`src/rtl/shutdown_seq_pkg.sv`:
```
// Shared definitions for the shutdown sequencer: FSM state encoding and small helpers.
package shutdown_seq_pkg;

  localparam int STATE_W = 2;

  typedef enum logic [STATE_W-1:0] {
    ST_DISABLED = 2'd0,
    ST_ARMING   = 2'd1,
    ST_PULSE    = 2'd2,
    ST_ENABLED  = 2'd3
  } state_t;

  function automatic int max_int(input int a, input int b);
    return (a > b) ? a : b;
  endfunction

endpackage

```
`src/rtl/sync_debounce.sv`:
```
// One shutdown source: multi-flop synchroniser followed by an asymmetric debouncer
// (asserts immediately, releases only after DEBOUNCE_CYCLES consecutive clear cycles).
module sync_debounce #(
  parameter int SYNC_STAGES     = 2,
  parameter int DEBOUNCE_CYCLES = 1000
) (
  input  logic clk,
  input  logic reset_n,
  input  logic sd_async,
  output logic sd_clean
);

  localparam int CNT_W = $clog2(DEBOUNCE_CYCLES + 1);
  localparam logic [CNT_W-1:0] CNT_LAST = CNT_W'(DEBOUNCE_CYCLES - 1);
  localparam logic [CNT_W-1:0] CNT_MAX  = CNT_W'(DEBOUNCE_CYCLES);

  logic [SYNC_STAGES-1:0] sync_q;
  logic [CNT_W-1:0]       clear_cnt;
  logic                   sync_out;

  assign sync_out = sync_q[SYNC_STAGES-1];

  // Flops reset to 1 so the source reads as shut down until proven clear.
  always_ff @(posedge clk) begin
    if (!reset_n) begin
      sync_q <= '1;
    end else begin
      sync_q <= {sync_q[SYNC_STAGES-2:0], sd_async};
    end
  end

  always_ff @(posedge clk) begin
    if (!reset_n) begin
      clear_cnt <= '0;
      sd_clean  <= 1'b1;
    end else if (sync_out) begin
      clear_cnt <= '0;
      sd_clean  <= 1'b1;
    end else begin
      if (clear_cnt >= CNT_LAST) begin
        sd_clean <= 1'b0;
      end
      if (clear_cnt != CNT_MAX) begin
        clear_cnt <= clear_cnt + 1'b1;
      end
    end
  end

endmodule

```
`src/rtl/shutdown_sequencer.sv`:
```
// Shutdown sequencer: debounced shutdown sources force GPIO to safe defaults; re-enable via ARMING + PULSE.
// Define SHUTDOWN_LATCH_EN to require a latch_clear acknowledge before re-arming after a fault.
module shutdown_sequencer
  import shutdown_seq_pkg::*;
#(
  parameter int NUM_IN          = 3,
  parameter int NUM_IOS         = 49,
  parameter int SYNC_STAGES     = 2,
  parameter int DEBOUNCE_CYCLES = 1000,
  parameter int RESTART_DELAY   = 100,
  parameter int PULSE_CYCLES    = 100
) (
  input  logic               clk,
  input  logic               reset_n,
  input  logic [NUM_IN-1:0]  shutdown,
  input  logic [NUM_IOS-1:0] gpio_in,
  input  logic [NUM_IOS-1:0] gpio_out_default,
  output logic [NUM_IOS-1:0] gpio_out,
  output logic               periph_reset,
  input  logic               latch_clear,
  output logic [NUM_IN-1:0]  fault_src,
  output logic [1:0]         state
);

  localparam int DLY_MAX = max_int(RESTART_DELAY, PULSE_CYCLES);
  localparam int CNT_W   = $clog2(DLY_MAX + 1);
  localparam logic [CNT_W-1:0] CNT_MAX    = CNT_W'(DLY_MAX);
  localparam logic [CNT_W-1:0] ARM_LAST   = CNT_W'(RESTART_DELAY - 1);
  localparam logic [CNT_W-1:0] PULSE_LAST = CNT_W'((PULSE_CYCLES > 0) ? PULSE_CYCLES - 1 : 0);

  logic [NUM_IN-1:0] sd_clean;
  logic              any_sd;
  state_t            state_q;
  state_t            state_d;
  logic [CNT_W-1:0]  dly_cnt;
  logic              latch_accept;
  logic              rearm_ok;

  for (genvar i = 0; i < NUM_IN; i++) begin : g_src
    sync_debounce #(
      .SYNC_STAGES    (SYNC_STAGES),
      .DEBOUNCE_CYCLES(DEBOUNCE_CYCLES)
    ) u_sync_debounce (
      .clk     (clk),
      .reset_n (reset_n),
      .sd_async(shutdown[i]),
      .sd_clean(sd_clean[i])
    );
  end

  assign any_sd = |sd_clean;

`ifdef SHUTDOWN_LATCH_EN
  logic fault_latched;

  // Acknowledge only counts once every source has released; an early one is simply dropped.
  assign latch_accept = latch_clear && !any_sd && (state_q == ST_DISABLED);
  assign rearm_ok     = !fault_latched || latch_accept;

  always_ff @(posedge clk) begin
    if (!reset_n) begin
      fault_latched <= 1'b0;
    end else if (any_sd && (state_q != ST_DISABLED)) begin
      fault_latched <= 1'b1;
    end else if (latch_accept) begin
      fault_latched <= 1'b0;
    end
  end
`else
  logic unused_latch_clear;

  assign unused_latch_clear = latch_clear;
  assign latch_accept       = 1'b0;
  assign rearm_ok           = 1'b1;
`endif

  // A live shutdown overrides every other transition.
  always_comb begin
    state_d = state_q;
    if (any_sd) begin
      state_d = ST_DISABLED;
    end else begin
      case (state_q)
        ST_DISABLED: if (rearm_ok) state_d = ST_ARMING;
        ST_ARMING:   if (dly_cnt == ARM_LAST)
                       state_d = (PULSE_CYCLES == 0) ? ST_ENABLED : ST_PULSE;
        ST_PULSE:    if (dly_cnt == PULSE_LAST) state_d = ST_ENABLED;
        ST_ENABLED:  state_d = ST_ENABLED;
        default:     state_d = ST_DISABLED;
      endcase
    end
  end

  always_ff @(posedge clk) begin
    if (!reset_n) begin
      state_q <= ST_DISABLED;
    end else begin
      state_q <= state_d;
    end
  end

  // Delay counter restarts on every state entry, so an aborted sequence reruns in full.
  always_ff @(posedge clk) begin
    if (!reset_n) begin
      dly_cnt <= '0;
    end else if (state_d != state_q) begin
      dly_cnt <= '0;
    end else if (dly_cnt != CNT_MAX) begin
      dly_cnt <= dly_cnt + 1'b1;
    end
  end

  always_ff @(posedge clk) begin
    if (!reset_n) begin
      gpio_out  <= '0;
      fault_src <= '0;
    end else begin
      gpio_out <= ((state_q == ST_ENABLED) && !any_sd) ? gpio_in : gpio_out_default;
      if (any_sd && (state_q != ST_DISABLED)) begin
        fault_src <= sd_clean;
      end else if (latch_accept) begin
        fault_src <= '0;
      end
    end
  end

  assign periph_reset = (state_q == ST_PULSE);
  assign state        = state_q;

endmodule

```
`config.mk`:
```
export PLATFORM = sky130hd
export DESIGN_NAME = shutdown_sequencer
export DESIGN_NICKNAME = d
export VERILOG_FILES = /design/src/rtl/shutdown_seq_pkg.sv /design/src/rtl/sync_debounce.sv /design/src/rtl/shutdown_sequencer.sv
export SDC_FILE = /design/constraint.sdc
export NUM_CORES = 1
export LEC_CHECK = 0
export ABC_AREA = 1
export CORE_MARGIN = 2
export CORE_UTILIZATION = 48
export DETAILED_ROUTE_END_ITERATION = 8
export PLACE_DENSITY = 0.83
export SYNTH_ARGS = -nofsm -noshare
export SYNTH_HDL_FRONTEND = slang
export SYNTH_SLANG_ARGS = --single-unit
```
`constraint.sdc`:
```
create_clock -name clk -period 2.9 [get_ports clk]
set_clock_uncertainty 0.1 [all_clocks]
set_input_delay 0.29 -clock clk [delete_from_list [all_inputs] [get_ports clk]]
set_output_delay 0.29 -clock clk [all_outputs]
set_load 0.1 [all_outputs]
```
Word level (Yosys, flattened, before mapping) --
Index checks and enable logic that the tools add are counted.
Storage, ports and cells: bits in registers 100
Operators by class: order comparisons 3, add/subtract/negate cells 4, multiplexer cells 5, bitwise operators 1, reduce and logical (&&, ||, !) cells 10, eq/ne operators 9
Operator list (number):
- two-way mux 49 bit | 1
- adder 10 x 1 -> 10 bit, second input constant | 3
- >= comparator 10 bit, second input constant | 3
- != test 10 bit, second input constant | 3
- one-hot mux 2 bit (4 select lines) | 1
- OR reduction 2 bit | 4
- adder 7 x 1 -> 7 bit, second input constant | 1
- equality test 7 bit, second input constant | 1
- != test 7 bit, second input constant | 1
- two-way mux 2 bit | 3
- equality test 2 bit, second input constant | 2
- OR reduction 3 bit | 1
- equality test 2 x 1 -> 1 bit, second input constant | 1
- logical AND 1 bit | 2
- logical NOT 2 bit | 1
- != test 2 bit | 1
- nonzero test 2 bit | 1
- logical NOT 1 bit | 1
- NOT 1 bit | 1

Logic depth before layout (Yosys ltp) --
depth after elaboration 6, mapped depth 8, gate-level depth less buffers 8

Modules after synthesis --
From an unflattened synthesis, not the netlist that was laid out.
Second synthesis, totals: cells, all modules 577, area, all modules 4280.4 µm²
By module, submodules not included:
- shutdown_sequencer | times used 1, area an instance 2452.4 µm², cells each 322
- sync_debounce | times used 3, area an instance 609.3 µm², cells each 85

Least setup slack after synthesis --
No wires, ideal clock.
path kind reg-to-output, start point reg state_q[1] (netlist: state[1]), end point out periph_reset, arrival 2.393 ns, stages on the path, launching flop included 3, setup slack 0.117 ns, required time 2.510 ns, buffers on the path 0, cell sequence dfxtp_1 > inv_1 > nor2_1
Between the ends: longest elaborated chain between the ends 1
Ends and longest elaborated chain:
- from (decl) | line shutdown_sequencer.sv:33 | state_t state_q;
- from (signal assigned) | line shutdown_sequencer.sv:98 | state_q <= state_d;
- equality test 2 bit | line shutdown_sequencer.sv:127 | assign periph_reset = (state_q == ST_PULSE);
- to (decl) | line shutdown_sequencer.sv:19 | output logic periph_reset,
No other way between the ends.

Worst setup path in the final report --
start point reg state_q[0] (netlist: state[0]), end point reg gpio_out[48]
Between the ends: longest elaborated chain between the ends 3
Ends and longest elaborated chain:
- equality test 2 bit | line shutdown_sequencer.sv:118 | gpio_out <= ((state_q == ST_ENABLED) && !any_sd) ? gpio_in : gpio_out_default;
- logical AND 1 bit | line shutdown_sequencer.sv:118
- two-way mux 49 bit | line shutdown_sequencer.sv:118
- to (signal assigned) | line shutdown_sequencer.sv:118
- to (decl) | line shutdown_sequencer.sv:18 | output logic [NUM_IOS-1:0] gpio_out,
No other way between the ends. A chain may end at the register's enable or synchronous reset.

==> flow_metrics.tcl <==
set metrics [dict create \
    status "finished, final reports clean" \
    avgViaCountPerCell 5.07 \
    final_cell_mix "128 x nand2_1, 102 x clkdlybuf4s50_1, 100 x dfxtp_1, 71 x nand3_1, 66 x a21oi_1" \
    crit_fanout 49 \
    synth_flop_cell "dfxtp_1" \
    leakage_nw 2.48 \
    crit_path_end_kind "register" \
    power_frac_comb_pct 19.5 \
    p_per_area_mw_per_mm2 481 \
    crit_type "reg -> reg" \
    num_rows 34 \
    core_area_sq_mm 0.00872 \
    max_freq_ghz 0.519 \
    synth_enable_flop_cells 0 \
    ir_drop_mv 0.339 \
    postCtsSetupBuffers 0 \
    numClockSinks 100 \
    crit_path_start_kind "register" \
    ys_types 29 \
    final.setup.tns_ns 0 \
    synth_area_leader_cell "dfxtp_1" \
    grt_max_degree 51 \
    detail-route-antenna-nets 0 \
    cts_resized 0 \
    finalSetupViolations 0 \
    finalWeightedCongestion 0.822 \
    yosysWarnings 0 \
    holdPathStages 1 \
    max-slew-margin-rel_pct 60.7 \
    slew_violations 0 \
    drive_gt1_share_pct 16.5 \
    whs_endpoint "g_src[2].u_sync_debounce.sync_q[1]" \
    nets 822 \
    area_delta_synth_final_pct 37.4 \
    cp.required_ns 3.06 \
    hp-start "g_src[2].u_sync_debounce.sync_q[0]" \
    pre_cts_slack_ns 0.830 \
    ys_ff_latch 100 \
    placed_area_sq_mm 0.00573 \
    postCtsHoldBufs 0 \
    ios 159 \
    htreeDepth 3 \
    clk_pin_slew_ns 0.11 \
    synth-seq-area-share_pct 46.5 \
    critical_path_arrival_ns 2.08 \
    drt_first_pass_iters 4 \
    p_int_w 0.00194 \
    p_clk_share_pct 30.1 \
    synth.avg_cell_area_sq_um 7.66 \
    dpl.hpwl_mm 8.47 \
    die_h_um 98.7 \
    vias 4169 \
    worstHoldPathType "reg -> reg" \
    synth_area_sq_mm 0.00430 \
    cts_tree "yes" \
    track_usage_pct 23.5 \
    finalCritPeriodShare_pct 66.4 \
    ff2ff_setup_slack_ns 0.97 \
    die_x_um 98.7 \
    cts_buffer_depth 2 \
    maxCapViolations 0 \
    final_cell_area_sq_mm 0.00591 \
    dieArea_sq_mm 0.00974 \
    clk_latency_ns 0.38 \
    p_switching_w 0.000905 \
    sw_frac_of_total_pct 31.8 \
    grt_pass1_wl_mm 18.6 \
    r2r_cells 5 \
    seqPwrFrac_pct 50.4 \
    rsz0062_at_grt "no" \
    avgRoutedWirePerCell_um 13.8 \
    numCtsBuffers 9 \
    fin_crit_ns 1.93 \
    setup_ws_ns 0.974 \
    synthTopCellsByArea "dfxtp_1 47%, nand2_1 11%, nand3_1 8.3%" \
    grt_pass1_vias 4178 \
    final_common_cell "nand2_1" \
    cp-startpoint "state[0]" \
    async_flop_share_pct 0 \
    worst_pin_slew_ns 0.588 \
    drc 0 \
    first_iter_violations 140 \
    syn_nets 674 \
    antenna_found_initial 0 \
    r2r-end "gpio_out[48]" \
    routed_wl_mm 11.3 \
    syn-instance-count 562 \
    reg2reg_from "state[0]" \
    io_buffers 157 \
    synth_top_area_share_pct 46.5 \
    finalHoldViolCount 0 \
    initial_utilization_pct 49.4 \
    grt-ovfl-total 0 \
    cts_root_buffer "clkbuf_8" \
    antenna_cells 0 \
]
==> registers in the layout (all words and copies together) (netlist names) <==
signal / flops
g_src.u_sync_debounce.sd_clean: 3
g_src.u_sync_debounce.clear_cnt: 30
g_src.u_sync_debounce.sync_q: 6
state: 2
dly_cnt: 7
fault_src: 3
gpio_out: 49
==> kinds of logic (layout without fill, tap and decap cells) <==
group / after synthesis / count (layout) / share of synthesized area, %
adders and majority gates: 8 / 8 / 2.33
and+or+nand+nor: 296 / 296 / 31.8
xor gates and xnor gates: 1 / 1 / 0.204
buffers and inverters: 70 / 223 / 7.99
AOI/OAI and AO/OA: 87 / 87 / 11.1
DFF: 100 / 100 / 46.5
==> worst max-delay path by stage <==
stage                              end  slack (ns)
after global placement    gpio_out[30]        0.85
after floorplan           periph_reset        0.12
final                     gpio_out[48]        0.97
after detailed placement  gpio_out[36]        0.83
after CTS                 gpio_out[48]        0.98
after global routing      gpio_out[43]        0.83
==> worst max-delay path, stage by stage, from the launching register on <==
cell     delay, ns
dfxtp_1       0.41
nand2_1       0.08
inv_2         0.44
nand2_4       0.45
nand2_1       0.21
a21oi_1       0.08
==> metrics by stage <==
stage,hold slack [ns],utilization [%],total power [W],instances
3_3_place_gp,0.294,65.7,0.00201,807
2_1_floorplan,0.293,-,0.00180,562
3_5_place_dp,0.298,65.7,0.00202,807
6_report,0.317,67.8,0.00285,823
4_1_cts,0.320,67.8,0.00286,823
5_1_grt,0.335,67.8,0.00295,823
==> per-layer routing <==
metal / GRT usage [%] / share of wire, % / up-vias
met3: 9.01 / 7.9 / 19
met4: 7.38 / 1.8 / 0
li1: - / - / 2117
met1: 25.6 / 39 / 1895
met5: 0 / 0 / -
met2: 42.2 / 52 / 138
==> power groups by stage <==
stage                     Clock [W]  Sequential, W  Combinational (W)
after floorplan                   0        0.00173          0.0000724
after global placement            0        0.00146           0.000550
after detailed placement          0        0.00147           0.000557
after CTS                  0.000864        0.00143           0.000558
after global routing       0.000924        0.00144           0.000582
final                      0.000857        0.00143           0.000556
==> synthesized netlist by cell type (3+ instances only) <==
cell,number
ha_1,8
a21oi_2,11
nand3_1,71
nand2_2,11
buf_4,4
or2_2,6
nor2_1,52
nand4_1,3
nand3_2,10
a21oi_1,66
dfxtp_1,100
clkbuf_1,4
inv_1,44
o21ai_0,9
nor3b_1,6
buf_2,11
nand3b_1,3
nand2_1,128
==> cell type report <==
type	count	area, sq um
Fill cell	737	2810
Inverter	47	181
Clock buffer	9	124
Sequential cell	100	2000
Timing Repair Buffer	160	1460
Tap cell	108	135
Clock inverter	7	57.6
Multi-Input combinational cell	392	1960
No activity file was read; power rests on OpenSTA's default activity.
